**src/rtl/i2c_pkg.sv**
```systemverilog
`default_nettype none
// ============================================================================
// Module      : i2c_pkg
// Description : Shared types and widths for the I2C target: FSM state
//               encoding, bit-counter width and glitch-filter counter width.
// Revision    : 1.0 - initial release
// ============================================================================
package i2c_pkg;

    // Bit counter must reach 8 (read path counts driven bits 0..8).
    localparam int BIT_CNT_W  = 4;
    // Filter counter holds up to FILTER_LEN-1 with FILTER_LEN <= 15.
    localparam int FILT_CNT_W = 4;

    typedef enum logic [2:0] {
        IDLE     = 3'd0,
        ADDR     = 3'd1,
        ADDR_ACK = 3'd2,
        WR_BYTE  = 3'd3,
        WR_ACK   = 3'd4,
        RD_BYTE  = 3'd5,
        RD_ACK   = 3'd6,
        WAIT     = 3'd7
    } i2c_state_t;

endpackage : i2c_pkg
`default_nettype wire

```
**src/rtl/i2c_line_filter.sv**
```systemverilog
`default_nettype none
// ============================================================================
// Module      : i2c_line_filter
// Description : Conditions one raw I2C pad level: two-flop synchroniser,
//               then a counter that only lets the filtered level follow the
//               synchronised level after FILTER_LEN consecutive samples that
//               disagree with it. One-clk rise/fall pulses accompany each
//               change of the filtered level.
// Ports       : clk, reset_n (async, active-low; level resets to 1)
//               line_i  - raw pad level
//               level   - filtered level
//               rise    - one-clk pulse, first cycle level reads 1
//               fall    - one-clk pulse, first cycle level reads 0
// Revision    : 1.0 - initial release
// ============================================================================
module i2c_line_filter
    import i2c_pkg::*;
#(
    parameter int FILTER_LEN = 4
) (
    input  logic clk,
    input  logic reset_n,
    input  logic line_i,
    output logic level,
    output logic rise,
    output logic fall
);

    localparam logic [FILT_CNT_W-1:0] c_cnt_max = FILT_CNT_W'(FILTER_LEN - 1);

    logic [1:0]            r_sync;
    logic [FILT_CNT_W-1:0] r_cnt;

    always_ff @(posedge clk or negedge reset_n) begin
        if (!reset_n) begin
            r_sync <= 2'b11;
            r_cnt  <= '0;
            level  <= 1'b1;
            rise   <= 1'b0;
            fall   <= 1'b0;
        end else begin
            r_sync <= {r_sync[0], line_i};
            rise   <= 1'b0;
            fall   <= 1'b0;
            if (r_sync[1] == level) begin
                // Any agreeing sample restarts the run of disagreeing ones.
                r_cnt <= '0;
            end else if (r_cnt == c_cnt_max) begin
                level <= r_sync[1];
                r_cnt <= '0;
                rise  <= r_sync[1];
                fall  <= ~r_sync[1];
            end else begin
                r_cnt <= r_cnt + 1'b1;
            end
        end
    end

endmodule : i2c_line_filter
`default_nettype wire

```
**src/rtl/i2c_target.sv**
```systemverilog
`default_nettype none
// ============================================================================
// Module      : i2c_target
// Description : I2C target (no clock stretching) bridging the two-wire bus
//               to a single-cycle 8-bit register port. First written byte
//               after the address sets the register pointer; further
//               written bytes are stored with auto-increment. Reads return
//               reg_rdata with auto-increment until the controller NACKs.
// Ports       : clk, reset_n (async, active-low)
//               scl_i, sda_i     - raw pad levels
//               sda_oe           - 1 pulls SDA low (open-drain)
//               reg_addr         - register pointer
//               reg_wdata/reg_we - write data and one-clk strobe
//               reg_re/reg_rdata - one-clk read strobe, data valid next clk
//               addressed        - high from address ACK to START/STOP
// Revision    : 1.0 - initial release
// ============================================================================
module i2c_target
    import i2c_pkg::*;
#(
    parameter logic [6:0] TARGET_ADDR = 7'h60,
    parameter int         FILTER_LEN  = 4
) (
    input  logic       clk,
    input  logic       reset_n,
    input  logic       scl_i,
    input  logic       sda_i,
    output logic       sda_oe,
    output logic [7:0] reg_addr,
    output logic [7:0] reg_wdata,
    output logic       reg_we,
    output logic       reg_re,
    input  logic [7:0] reg_rdata,
    output logic       addressed
);

    localparam logic [BIT_CNT_W-1:0] c_last_bit  = BIT_CNT_W'(7);
    localparam logic [BIT_CNT_W-1:0] c_byte_done = BIT_CNT_W'(8);

    logic w_scl_level, w_scl_rise, w_scl_fall;
    logic w_sda_level, w_sda_rise, w_sda_fall;
    logic w_start, w_stop;
    logic [7:0] w_byte;

    i2c_state_t           r_state;
    logic [BIT_CNT_W-1:0] r_bit_cnt;
    logic [7:0]           r_shift;
    logic                 r_rw;
    logic                 r_ptr_loaded;
    logic                 r_ack_drv;   // ACK slot entered: next fall ends it
    logic                 r_load;      // cycle after reg_re: rdata is valid

    i2c_line_filter #(.FILTER_LEN(FILTER_LEN)) u_scl_filter (
        .clk     (clk),
        .reset_n (reset_n),
        .line_i  (scl_i),
        .level   (w_scl_level),
        .rise    (w_scl_rise),
        .fall    (w_scl_fall)
    );

    i2c_line_filter #(.FILTER_LEN(FILTER_LEN)) u_sda_filter (
        .clk     (clk),
        .reset_n (reset_n),
        .line_i  (sda_i),
        .level   (w_sda_level),
        .rise    (w_sda_rise),
        .fall    (w_sda_fall)
    );

    assign w_start = w_sda_fall & w_scl_level;
    assign w_stop  = w_sda_rise & w_scl_level;
    // Byte as it stands once the current rise's bit is shifted in.
    assign w_byte  = {r_shift[6:0], w_sda_level};

    always_ff @(posedge clk or negedge reset_n) begin
        if (!reset_n) begin
            r_state      <= IDLE;
            r_bit_cnt    <= '0;
            r_shift      <= '0;
            r_rw         <= 1'b0;
            r_ptr_loaded <= 1'b0;
            r_ack_drv    <= 1'b0;
            r_load       <= 1'b0;
            sda_oe       <= 1'b0;
            reg_addr     <= '0;
            reg_wdata    <= '0;
            reg_we       <= 1'b0;
            reg_re       <= 1'b0;
            addressed    <= 1'b0;
        end else begin
            reg_we <= 1'b0;
            reg_re <= 1'b0;
            r_load <= reg_re;

            // Post-access pointer advance; these never coincide with a bus
            // edge that touches the same registers.
            if (reg_we) begin
                reg_addr <= reg_addr + 8'd1;
            end
            if (r_load) begin
                r_shift  <= reg_rdata;
                reg_addr <= reg_addr + 8'd1;
            end

            if (w_start) begin
                r_state      <= ADDR;
                r_bit_cnt    <= '0;
                r_ptr_loaded <= 1'b0;
                r_ack_drv    <= 1'b0;
                sda_oe       <= 1'b0;
                addressed    <= 1'b0;
            end else if (w_stop) begin
                r_state   <= IDLE;
                r_ack_drv <= 1'b0;
                sda_oe    <= 1'b0;
                addressed <= 1'b0;
            end else begin
                case (r_state)
                    IDLE: ;
                    ADDR: begin
                        if (w_scl_rise) begin
                            r_shift   <= w_byte;
                            r_bit_cnt <= r_bit_cnt + 1'b1;
                            if (r_bit_cnt == c_last_bit) begin
                                r_rw <= w_sda_level;
                                // r_shift[6:0] holds the 7 address bits here.
                                if (r_shift[6:0] == TARGET_ADDR) begin
                                    r_state   <= ADDR_ACK;
                                    r_ack_drv <= 1'b0;
                                end else begin
                                    r_state <= IDLE;
                                end
                            end
                        end
                    end
                    ADDR_ACK: begin
                        if (w_scl_fall) begin
                            if (!r_ack_drv) begin
                                sda_oe    <= 1'b1;
                                addressed <= 1'b1;
                                r_ack_drv <= 1'b1;
                            end else begin
                                r_ack_drv <= 1'b0;
                                if (r_rw) begin
                                    // Read byte 0 was loaded during the ACK
                                    // high phase; its MSB goes out right now.
                                    r_state   <= RD_BYTE;
                                    sda_oe    <= ~r_shift[7];
                                    r_shift   <= {r_shift[6:0], 1'b0};
                                    r_bit_cnt <= BIT_CNT_W'(1);
                                end else begin
                                    r_state   <= WR_BYTE;
                                    sda_oe    <= 1'b0;
                                    r_bit_cnt <= '0;
                                end
                            end
                        end else if (w_scl_rise && r_ack_drv && r_rw) begin
                            reg_re <= 1'b1;
                        end
                    end
                    WR_BYTE: begin
                        if (w_scl_rise) begin
                            r_shift   <= w_byte;
                            r_bit_cnt <= r_bit_cnt + 1'b1;
                            if (r_bit_cnt == c_last_bit) begin
                                if (!r_ptr_loaded) begin
                                    reg_addr     <= w_byte;
                                    r_ptr_loaded <= 1'b1;
                                end else begin
                                    reg_wdata <= w_byte;
                                    reg_we    <= 1'b1;
                                end
                                r_state   <= WR_ACK;
                                r_ack_drv <= 1'b0;
                            end
                        end
                    end
                    WR_ACK: begin
                        if (w_scl_fall) begin
                            if (!r_ack_drv) begin
                                sda_oe    <= 1'b1;
                                r_ack_drv <= 1'b1;
                            end else begin
                                sda_oe    <= 1'b0;
                                r_ack_drv <= 1'b0;
                                r_state   <= WR_BYTE;
                                r_bit_cnt <= '0;
                            end
                        end
                    end
                    RD_BYTE: begin
                        if (w_scl_fall) begin
                            if (r_bit_cnt == c_byte_done) begin
                                sda_oe  <= 1'b0;
                                r_state <= RD_ACK;
                            end else begin
                                sda_oe    <= ~r_shift[7];
                                r_shift   <= {r_shift[6:0], 1'b0};
                                r_bit_cnt <= r_bit_cnt + 1'b1;
                            end
                        end
                    end
                    RD_ACK: begin
                        if (w_scl_rise) begin
                            if (!w_sda_level) begin
                                reg_re    <= 1'b1;
                                r_state   <= RD_BYTE;
                                r_bit_cnt <= '0;
                            end else begin
                                r_state <= WAIT;
                            end
                        end
                    end
                    WAIT: ;
                    default: r_state <= IDLE;
                endcase
            end
        end
    end

endmodule : i2c_target
`default_nettype wire

```
**config.mk**
```make
export PLATFORM = sky130hd
export DESIGN_NAME = i2c_target
export DESIGN_NICKNAME = d
export VERILOG_FILES = /design/src/rtl/i2c_pkg.sv /design/src/rtl/i2c_line_filter.sv /design/src/rtl/i2c_target.sv
export SDC_FILE = /design/constraint.sdc
export NUM_CORES = 1
export LEC_CHECK = 0
export ABC_AREA = 1
export ABC_CLOCK_PERIOD_IN_PS = 2100
export BUFFER_PORTS_ARGS = -buffer_cell sky130_fd_sc_hd__buf_2
export CORE_UTILIZATION = 40
export DETAILED_ROUTE_END_ITERATION = 10
export SKIP_CTS_REPAIR_TIMING = 1
export SYNTH_ARGS = -nofsm -noshare
export SYNTH_HDL_FRONTEND = slang
export SYNTH_HIERARCHICAL = 1
export SYNTH_SLANG_ARGS = --single-unit
```
**constraint.sdc**
```tcl
create_clock -name clk -period 2.1 [get_ports clk]
set_input_delay 0.42 -clock clk [delete_from_list [all_inputs] [get_ports clk]]
set_output_delay 0.42 -clock clk [all_outputs]
set_load 0.005 [all_outputs]
```
# --- Yosys cells after proc, flatten, opt, wreduce, memory -nomap -nowiden ---
# Index checks and enable logic that the tools add are counted.
word_totals:
  rom_bits: 0
  latchBits: 0
  in_bits: 12
  ram_bits: 0
  out_inout_bits: 20
  n_memories: 0
  reg_bits: 57
op_classes:
  mul: 0
  n_eq_ne: 37
  n_bitwise: 9
  magnitude_cmp: 0
  n_div: 0
  add_sub_neg: 4
  n_reduce_logical: 23
  mux: 101
  n_shift: 0
op_table:
  columns: ["op", "count"]
  rows:
  - ["8-bit 2-to-1 mux", 17]
  - ["4-bit 2-to-1 mux", 15]
  - ["1-bit 2-to-1 mux", 47]
  - ["3-bit 2-to-1 mux", 14]
  - ["4-bit by 3-bit != test with 1-bit output (second input constant)", 6]
  - ["4-bit != test (second input constant)", 6]
  - ["8-bit one-hot mux with 3 select lines", 1]
  - ["4-bit one-hot mux with 5 select lines", 1]
  - ["3-bit one-hot mux with 6 select lines", 1]
  - ["3-bit != test (second input constant)", 5]
  - ["4-bit by 1-bit adder with 4-bit output (second input constant)", 3]
  - ["3-bit by 2-bit != test with 1-bit output (second input constant)", 4]
  - ["12-bit AND reduction", 1]
  - ["11-bit AND reduction", 1]
  - ["5-bit nonzero test", 2]
  - ["3-bit equality test (second input constant)", 3]
  - ["8-bit by 1-bit adder with 8-bit output (second input constant)", 1]
  - ["4-bit by 2-bit equality test with 1-bit output (second input constant)", 2]
  - ["4-bit AND reduction", 2]
  - ["8-bit nonzero test", 1]
  - ["7-bit equality test (second input constant)", 1]
  - ["1-bit NOT", 7]
  - ["7-bit AND reduction", 1]
  - ["3-bit by 2-bit equality test with 1-bit output (second input constant)", 2]
  - ["20 further kinds", 30]

# --- Logic depth before layout (Yosys ltp) ---
# Gate-level depths: netlist of the first run.
depth:
  ltp_word: 9
  ltp_mapped: 12
  depth_no_buf: 12

# --- Hierarchy ---
# The synthesis of the first run kept the hierarchy.
by_module_without_submodules:
  columns: ["mod", "cells_per_inst", "instances", "seq_area_each_um2", "area_per_inst_um2"]
  rows:
  - ["i2c_target", 313, 1, 975.9, 2342.2]
  - ["i2c_line_filter", 32, 2, 229.0, 370.4]

# --- Least setup slack after synthesis of the first run ---
# Ideal clock, no wire load.
synth_timing:
  path_type: "register to register"
  startpoint: "reg u_scl_filter.level"
  endpoint: "reg r_state[0]"
  t_arrival_ps: 1486
  setup_time_ps: 116
  synth_period_minus_slack_ps: 1602
  path_buffers: 1
  slack_ps: 498
  stages_incl_launch_ff: 11
  path_cell_list: "dfstp_2 > nand2_1 > nand2_4 > inv_1 > buf_2 > nand3_1 > nand2_1 > nor2_1 > nand2_1 > nand2_1 > nand2_1"
synth_between:
  elab_chain_len: 3
  word_cells_on_any_way: 17
synth_rtl:
  columns: ["item", "line_no", "text"]
  rows:
  - ["start, declared", "i2c_line_filter.sv:24", "output logic level,"]
  - ["start signal, assigned", "i2c_line_filter.sv:49", "level <= r_sync[1];"]
  - ["1-bit bitwise AND, on equally long branches", "i2c_target.sv:71, i2c_target.sv:72", null]
  - ["4-bit by 3-bit != test with 1-bit output (no line) (tied with other cells)", null, null]
  - ["12-bit AND reduction (no line) or 3-bit 2-to-1 mux (tied branches)", null, null]
  - ["end signal, assigned", "i2c_target.sv:78", "r_state <= IDLE;"]
  - ["end signal, assigned", "i2c_target.sv:107", "r_state <= ADDR;"]
  - ["end signal, assigned", "i2c_target.sv:114", "r_state <= IDLE;"]
  - ["end, declared", "i2c_target.sv:45", "i2c_state_t r_state;"]
# Several ways; a longest one is shown, not always the timed one.
# A chain may end at the register's enable or synchronous reset.

# --- Final worst setup path of the first run ---
layout_timing:
  startpoint: "reg u_scl_filter.level"
  endpoint: "reg r_state[2]"
# Same word-level chain as after synthesis.

==> metrics.md, run 1 <==
| Metric | Value |
|---|---|
| Status | completed |
| Peak supply drop | between 400 and 500 µV |
| Worst slew pin tran | between 400 and 500 ps |
| Chip height | 89.8 µm |
| Die ar. | 0.00806 mm² |
| Period utilization | 0.883 |
| Vias in the first global route | 2491 |
| Crit start category | register |
| Layout cells sized above 1 | 0.224 |
| Fillers | roughly 740 |
| WP data arrival | 2130 ps |
| Routability cong. | 0.956 |
| Slowest-stage cell, CP | dfstp_2 |
| Asr flop ratio synth | 1.00 |
| Clock Tree Buf Depth | 2 |
| RSZ-0062 raised after global routing | no |
| Global-route wire length before repair | ~12 mm |
| Max-cap violation count | 0 |
| Drt initial violations | 258 |
| CTS root buf | clkbuf_8 |
| Vias | around 2600 |
| Synth Register Bits | 57 |
| Clk_lat worst skew | 340 ps |
| Setup Skew | 8.78 ps |
| CTS tree | yes |
| Worst-path cell chain | nand2_1 -> nand2_4 -> inv_1 -> nand3_1 -> nand2_1 -> inv_1 -> nand3_1 -> nor2_1 -> nand2_1 -> nand2_1 |
| Largest cells by area after synthesis | dfrtp_1, nand2_1, nand3_1, inv_1, dfstp_2 |
| Post-synth top area cell | dfrtp_1 |
| YS warnings | 6 |
| Worst Hold Slack | 173 ps |
| Setup violators final | 0 |
| Avg Cell Area, Syn | 8.18 µm² |
| Crit Path Max Fanout | 12 |
| GRT overflow | 0 |
| TritonCTS Buffers | 9 |
| Slew Limit Fails | 0 |
| I/O pin cnt | 32 |
| Final hold violations | 0 |
| Power Density | 737 mW/mm² |
| Mapped Nets | just under 400 |
| Largest net degree at the start of global routing | 31 |
| Worst hold path type | in2reg |
| Max Freq | 539 MHz |
| Core Rows | 31 |
| CTS clk-pin slew, worst paths | 70 ps |
| # port buffers | 31 |
| Initial Util | 0.418 |
| Die width | roughly 90 µm |
| Drt wl/cell | 13.0 µm |
| Antenna violations before repair | 0 |
| Yosys cell types | 40 |
| Nets | 436 |
| H-tree levels | 3 |
| Antenna fix cells | 0 |
| Crit end category | register |
| Drt first pass iters | 5 |
| Via-to-Cell Ratio | 4.95 |
| CP most frequent cell | nand2_1 |
| Gr usage total | 0.183 |
| Setup TNS | 0 ps |
| Top-area cell type share of the netlist area | 0.414 |
| Hpwl dp | 5.04 mm |
| Primary FF master, synth | dfrtp_1 |
| Crit path max-delay family | simple AND/OR/NAND/NOR gates |
| Slew HR | 0.724 |
| DRC Markers | 0 |
| ANT nets after route | 0 |
| LEAKAGE | between 1.5 and 2 nW |
| Crit path required time | 2380 ps |
| Worst Setup Path Type | reg2reg |
| Critical path buffers and inverters | 2 |
| DRT Wirelength | around 6.8 mm |
| Cell area after synthesis | 0.00308 mm² |
| CP max stage delay | around 570 ps |
| Core area | 0.00737 mm² |
| Clock sink count | 57 |
| Period minus WS final | roughly 1900 ps |
| Number of flops mapped to enable cells by yosys | 0 |
| Syn Inst Count | about 380 |
| Post-synthesis sequential area ratio | 0.465 |
| Area grow syn2layout | 15.5% |
-- per-stage QoR --
step	total power, mW	setup WS, ps	instance area [µm²]	util	std cells
5_1_grt	2.76	27.7	3560	0.483	523
6_report	2.62	245	3560	0.483	523
4_1_cts	2.67	254	3550	0.482	522
3_3_place_gp	1.61	271	3360	0.455	506
3_5_place_dp	1.62	272	3360	0.455	506
2_1_floorplan	1.52	498	3080	-	377
-- cell usage after synthesis, types with 5 or more instances --
library cell,number
nor2_2,9
a21oi_1,5
nand2_1,105
nand4_1,11
inv_1,44
nand2_2,5
o21ai_0,14
dfstp_2,6
o21ai_2,8
dfrtp_1,51
nor2_1,29
o21ai_1,5
nand2_4,8
ha_1,5
nand3_1,34
-- cells in the final DEF, fill, tap and decap left out, types with 8 or more instances in the layout --
cell / count
nand2_4: 8
nand4_1: 11
o21ai_2: 8
nor2_1: 29
nand2_1: 105
inv_1: 44
o21ai_0: 14
clkbuf_8: 9
buf_2: 31
nand3_1: 34
nor2_2: 9
dfrtp_1: 51
-- report_power, final --
part	switching [mW]	internal, mW
combinational	0.204	0.118
sequential	0.0860	1.19
clock	0.472	0.551
-- final cells by class --
cell class                      instances  area [µm²]  share of cell area
Multi-Input combinational cell        268        1430               0.401
Inverter                               45         169              0.0474
Clock inverter                          6        67.6              0.0190
Clock buffer                           10         128              0.0358
Tap cell                               99         124              0.0348
Sequential cell                        57        1430               0.403
Timing Repair Buffer                   38         210              0.0590
-- worst paths after layout --
path | from | endpoint | slack [ps] | depth (start not counted)
min in group asynchronous | reset_n | sda_oe$_DFFE_PN0P_ | 400 | 2
setup / recovery | u_scl_filter/level$_DFFE_PN1P_ | r_state[2]$_DFFE_PN0P_ | 240 | 10
setup reg to reg | u_scl_filter/level$_DFFE_PN1P_ | r_state[2]$_DFFE_PN0P_ | 240 | 10
max in group asynchronous | reset_n | r_shift[0]$_DFF_PN0_ | 1150 | 3
hold reg to reg | u_scl_filter/r_sync[0]$_DFF_PN1_ | u_scl_filter/r_sync[1]$_DFF_PN1_ | 360 | 0
hold / removal | sda_i | u_sda_filter/r_sync[0]$_DFF_PN1_ | 170 | 1
-- cells by family after synthesis --
logic type	Yosys count	share of synthesized area
compound gates	43	0.0881
flops	57	0.465
buf+inv	52	0.0714
mux	1	0.00325
xor+xnor	5	0.0142
fa+ha+maj	5	0.0203
simple gates	214	0.338
-- metal layers --
metal | part of all wire | global-route usage | up-vias
met5 | 0 | 0 | -
met4 | 0.015 | 0.0683 | 0
met3 | 0.044 | 0.0499 | 10
met2 | 0.45 | 0.281 | 69
met1 | 0.49 | 0.245 | 1201
li1 | - | - | 1311
-- sequential cells by signal (all words and copies together) (netlist names), 2 cells and up --
register and cells:
r_shift 8, reg_addr 8, reg_wdata 8, r_bit_cnt 4
u_scl_filter/r_cnt 4, u_sda_filter/r_cnt 4, r_state 3, u_scl_filter/r_sync 2
u_sda_filter/r_sync 2
(Power assumes the default switching activity.)
==> inputs of run 2 (changes only) <==
--- a/config.mk
+++ b/config.mk
@@ -5,9 +5,9 @@
 export SDC_FILE = /design/constraint.sdc
 export NUM_CORES = 1
 export LEC_CHECK = 0
-export ABC_AREA = 1
+export ABC_AREA = 0
 export ABC_CLOCK_PERIOD_IN_PS = 2100
-export BUFFER_PORTS_ARGS = -buffer_cell sky130_fd_sc_hd__buf_2
+export BUFFER_PORTS_ARGS = -buffer_cell sky130_fd_sc_hd__buf_4
 export CORE_UTILIZATION = 40
 export DETAILED_ROUTE_END_ITERATION = 10
 export SKIP_CTS_REPAIR_TIMING = 1
==> metrics.md, run 2 <==
| Metric | Value |
|---|---|
| Worst-path cell chain | inv_1 -> ha_1 -> nand3b_1 -> o22ai_1 -> a211oi_2 -> buf_4 -> mux2_2 |
| Core area | about 0.0068 mm² |
| TritonCTS Buffers | 9 |
| Gr usage total | 0.183 |
| Avg Cell Area, Syn | 10.9 µm² |
| YS warnings | 6 |
| Max Freq | 517 MHz |
| Antenna violations before repair | 0 |
| WP data arrival | 2150 ps |
| CTS tree | yes |
| Crit start category | register |
| Reg2Reg Depth | 7 |
| Crit path max-delay family | compound AO/OA/AOI/OAI gates |
| Post-Layout Cell Count | roughly 410 |
| Crit path required time | 2320 ps |
| Primary FF master, synth | dfrtp_1 |
| Top cells by count, synth | dfrtp_1, mux2_2, nand2_1, nor2_1, o21ai_0 |
| Clock sink count | 57 |
| Post-synth top area cell | dfrtp_1 |
| Slew Limit Fails | 0 |
| Setup Skew | roughly 9 ps |
| Crit end category | register |
| Met3 wire length | between 150 and 200 µm |
| Cell area after synthesis | 0.00285 mm² |
| GRT overflow | 0 |
| Drt first pass iters | 4 |
| Vias in the first global route | 2094 |
| ANT nets after route | 0 |
| WP depth | 7 |
| Status | completed |
| Largest registers | r_shift: 8 flops, reg_addr: 8 flops, reg_wdata: 8 flops |
| CTS root buf | clkbuf_8 |
| Commonest non-fill, non-tap cell in the layout | dfrtp_1 |
| Global-route wire length before repair | 10.2 mm |
| Core Rows | 30 |
| Worst hold path type | in2async |
| Yosys cell types | 50 |
| Drt initial violations | 144 |
| Post-synthesis sequential area ratio | 0.502 |
| Layout cells sized above 1 | 0.307 |
| I/O pin cnt | 32 |
| Worst Hold Slack | between 100 and 150 ps |
| DP Cell Count | 389 |
| Die width | 86.5 µm |
| Antenna fix cells | 0 |
| CP max stage delay | about 410 ps |
| H-tree levels | 3 |
| Via-to-Cell Ratio | 5.19 |
| Critical path buffers and inverters | 2 |
| Final hold violations | 0 |
| Met2 Wirelength | 2.46 mm |
| Area grow syn2layout | 20.6% |
| Hpwl dp | between 4 and 5 mm |
| Synth Register Bits | 57 |
| Nets | 321 |
| Setup TNS | 0 ps |
| Period utilization | 0.921 |
| Slew HR | 0.521 |
| Vias | around 2100 |
| Clock Tree Buf Depth | 2 |
| Worst slew pin tran | a little over 700 ps |
| Syn Inst Count | 262 |
| Worst Setup Path Type | reg2reg |
| M1 WL | 3.15 mm |
| Drt wl/cell | 14.5 µm |
| RSZ-0062 raised after global routing | no |
| Largest net degree at the start of global routing | 58 |
| Most frequent cells in the layout | dfrtp_1, buf_4, mux2_2, nand2_1, nor2_1 |
| Mapped Nets | 279 |
| Setup violators final | 0 |
| Clk_lat worst skew | 330 ps |
| DRC Markers | 0 |
| LEAKAGE | 1.58 nW |
| Most numerous cell in the Yosys netlist | dfrtp_1 |
| Post-DP Area | about 0.0032 mm² |
| Peak supply drop | 524 µV |
| DRT Wirelength | between 5 and 6 mm |
| Number of flops mapped to enable cells by yosys | 0 |
| Chip height | 86.5 µm |
| Post-route cell area | 0.00344 mm² |
| # port buffers | 31 |
| Max-cap violation count | 0 |
| CTS clk-pin slew, worst paths | 70 ps |
| Slowest-stage cell, CP | dfrtp_1 |
| Initial Util | 0.418 |
| Routability cong. | 0.866 |
| Top-area cell type share of the netlist area | 0.447 |
| Top sig layer | met4 |
| Period minus WS final | between 1500 and 2000 ps |
| Asr flop ratio synth | 1.00 |
| Power Density | approximately 1200 mW/mm² |
| Die ar. | ~0.0075 mm² |
| Crit Path Max Fanout | 8 |
| Largest cells by area after synthesis | dfrtp_1, mux2_2, dfstp_2, nand2_1, o21ai_0 |
-- run 2: worst paths after layout --
| check | start | endpoint | slack [ps] |
|---|---|---|---|
| max | r_bit_cnt[0]$_DFFE_PN0P_ | r_shift[1]$_DFF_PN0_ | 170 |
| min | reset_n | reg_wdata[3]$_DFFE_PN0P_ | 130 |
| min reg2reg | u_scl_filter/r_sync[0]$_DFF_PN1_ | u_scl_filter/r_sync[1]$_DFF_PN1_ | 360 |
| max reg2reg | r_bit_cnt[0]$_DFFE_PN0P_ | r_shift[1]$_DFF_PN0_ | 170 |
| min in group clk | sda_i | u_sda_filter/r_sync[0]$_DFF_PN1_ | 190 |
| max in group asynchronous | reset_n | r_state[2]$_DFFE_PN0P_ | 1450 |
-- run 2: layout make-up --
cell class | count | area (µm²)
clock buffers | 14 | 163
repair buffers | 41 | 308
clock inverters | 2 | 37.5
well taps | 96 | 120
multi-input cells | 190 | 1360
inverters | 5 | 18.8
flip-flops and latches | 57 | 1440
fillers | 646 | 3390
-- run 2: logic make-up after synthesis --
group	after synthesis	synth area share
multiplexers	27	0.108
AO/OA/AOI/OAI	51	0.125
flip-flops	57	0.502
AND/OR/NAND/NOR	96	0.188
buffers and inverters	15	0.0215
XOR/XNOR	11	0.0338
adder cells (fa/ha/maj)	5	0.0219
-- run 2: through the flow --
step                      total power [mW]  setup slack [ps]   util
after global routing                  4.32              38.2  0.504
final                                 4.01               166  0.504
after floorplan                       2.58               244      -
after global placement                2.98              78.2  0.474
after detailed placement              2.98              69.6  0.474
after CTS                             4.04              65.9  0.503
-- run 2: worst register-to-register path, stage by stage (launching register included) --
cell	delay [ps]
dfrtp_1	410
inv_1	60
ha_1	190
nand3b_1	160
o22ai_1	180
a211oi_2	270
buf_4	200
mux2_2	350
-- run 2: report_power, final --
part           switching (mW)  internal (mW)
Combinational           0.719          0.686
Sequential              0.269           1.30
Clock                   0.424          0.615
-- run 2: per-layer routing --
layer  vias up  global-route usage
met3         7              0.0438
met2        32               0.260
met1      1027               0.268
met4         0              0.0712
met5         -                   0
li1       1035                   -
==> inputs of run 3 (changes only) <==
--- a/config.mk
+++ b/config.mk
@@ -6,10 +6,11 @@
 export NUM_CORES = 1
 export LEC_CHECK = 0
 export ABC_AREA = 0
-export ABC_CLOCK_PERIOD_IN_PS = 2100
+export ABC_CLOCK_PERIOD_IN_PS = 2000
 export BUFFER_PORTS_ARGS = -buffer_cell sky130_fd_sc_hd__buf_4
-export CORE_UTILIZATION = 40
+export CORE_UTILIZATION = 48
 export DETAILED_ROUTE_END_ITERATION = 10
+export PLACE_DENSITY = 0.67
 export SKIP_CTS_REPAIR_TIMING = 1
 export SYNTH_ARGS = -nofsm -noshare
 export SYNTH_HDL_FRONTEND = slang
==> constraint.sdc (replaced) <==
create_clock -name clk -period 2 [get_ports clk]
set_input_delay 0 -clock clk [delete_from_list [all_inputs] [get_ports clk]]
set_output_delay 0 -clock clk [all_outputs]
set_load 0.005 [all_outputs]
==> metrics.md, run 3 (same netlist as run 2, synthesis figures left out) <==
| Metric | Value |
|---|---|
| Final Total Pwr | approximately 4.4 mW |
| Setup Skew | roughly 8 ps |
| Worst-path cell chain | or3b_1 -> a311o_1 -> a211oi_4 -> o21ai_2 -> a31o_1 |
| RSZ-0062 raised after global routing | no |
| Most frequent cells in the layout | dfrtp_1, buf_4, mux2_2, nand2_1, nor2_1 |
| R2R setup slack | 120 ps |
| Multi-input gate area | 0.00136 mm² |
| Vias | 2128 |
| WP data arrival | ~2100 ps |
| Area grow syn2layout | 23.3% |
| Worst Hold Slack | -14.5 ps |
| Max Freq | 533 MHz |
| LEAKAGE | 1.64 nW |
| Initial Util | 0.509 |
| Worst Setup Path Type | reg2reg |
| Drt initial violations | 157 |
| H-tree levels | 3 |
| Max-cap violation count | 0 |
| Fillers | 466 |
| Setup violators final | 0 |
| Power Density | between 1000 and 1500 mW/mm² |
| Clk_lat worst skew | 330 ps |
| Register Area | about 0.0014 mm² |
| Layout cells sized above 1 | 0.317 |
| Period minus WS final | 1880 ps |
| Peak supply drop | 792 µV |
| Status | complete, but fails checks |
| Nets | 331 |
| Hold Path Sink | r_shift[0]$_DFF_PN0_ |
| Crit path required time | 2210 ps |
| Slowest-stage cell, CP | a311o_1 |
| DRT Wirelength | 5.86 mm |
| CTS tree | yes |
| Global-route wire length before repair | between 9 and 10 mm |
| Vias in the first global route | 2040 |
| GRT overflow | 0 |
| Clock Tree Buf Depth | 2 |
| Hold Path Depth | 3 |
| Largest registers | r_shift: 8 flops, reg_addr: 8 flops, reg_wdata: 8 flops |
| Period utilization | 0.939 |
| Die width | 79.1 µm |
| Chip height | 79.1 µm |
| TritonCTS Buffers | 9 |
| Largest net degree at the start of global routing | 58 |
| ANT nets after route | 0 |
| Worst slew pin tran | 696 ps |
| I/O pin cnt | 32 |
| DRC Markers | 0 |
| RR Endpoint | r_bit_cnt[2]$_DFFE_PN0P_ |
| Worst hold path type | in2reg |
| Crit start category | register |
| Via-to-Cell Ratio | ~5.4 |
| Antenna fix cells | 0 |
| CTS clk-pin slew, worst paths | 60 ps |
| Reg2Reg Depth | 5 |
| RR Startpoint | r_state[0]$_DFFE_PN0P_ |
| Core Util, Final | 0.628 |
| Drt wl/cell | 15.0 µm |
| Die ar. | 0.00626 mm² |
| Clock sink count | 57 |
| Routability cong. | 0.866 |
| Gr usage total | 0.212 |
| Drt first pass iters | 4 |
| # port buffers | 31 |
| CP max stage delay | 390 ps |
| Crit Path Max Fanout | 8 |
| CTS root buf | clkbuf_8 |
| Antenna violations before repair | 0 |
| Hold_sp | reg_rdata[0] |
| Final hold violations | 1 |
| Core Rows | 27 |
| Hpwl dp | ~4.1 mm |
| Setup TNS | 0 ps |
| Crit end category | register |
| Slew HR | 0.536 |
| Commonest non-fill, non-tap cell in the layout | dfrtp_1 |
| Core area | 0.00561 mm² |
| Slew Limit Fails | 0 |
| Violated checks | hold timing |
-- run 3: cell type report --
cell class	instances	area share
multi-input combinational	190	0.386
clock buffer	13	0.0423
timing repair buffer	51	0.114
inverter	5	0.00533
sequential	57	0.408
clock inverter	3	0.0185
tap	72	0.0256
-- run 3: metal layers --
metal  vias up  part of all wire  GRT usage
li1       1054                 -          -
met1      1025              0.50      0.309
met5         -                 0          0
met2        39              0.45      0.296
met3        10             0.031     0.0529
met4         0             0.017     0.0945
-- run 3: where the power goes --
| group | internal, mW | total [mW] | switching [mW] |
|---|---|---|---|
| combinational | 0.800 | 1.58 | 0.784 |
| sequential | 1.37 | 1.63 | 0.265 |
| clock | 0.735 | 1.16 | 0.426 |
-- run 3: stage by stage --
stage          cells  instance area [µm²]  setup slack, ps  hold slack, ps
3_3_place_gp     372                 3270             97.6             102
5_1_grt          391                 3520             5.83            2.09
4_1_cts          388                 3490             41.4            -260
6_report         391                 3520              123           -14.5
3_5_place_dp     372                 3270             49.7            95.7
2_1_floorplan    262                 2850              144            -296
-- run 3: worst max path at each step --
stage,from,cells past startpoint,endpoint
floorplan,r_state[0]$_DFFE_PN0P_,5,r_bit_cnt[2]$_DFFE_PN0P_
global placement,r_state[2]$_DFFE_PN0P_,5,r_shift[5]$_DFF_PN0_
detailed placement,r_state[0]$_DFFE_PN0P_,5,r_bit_cnt[2]$_DFFE_PN0P_
CTS,r_state[0]$_DFFE_PN0P_,5,r_bit_cnt[2]$_DFFE_PN0P_
global route,r_bit_cnt[0]$_DFFE_PN0P_,7,r_shift[7]$_DFF_PN0_
finish,r_state[0]$_DFFE_PN0P_,5,r_bit_cnt[2]$_DFFE_PN0P_
-- run 3: worst max-delay path, delay by kind of cell (launching register included) --
family,cells,cell delay [ps]
AND/OR/NAND/NOR,1,370
AO/OA/AOI/OAI,4,1020
flip-flops,1,380
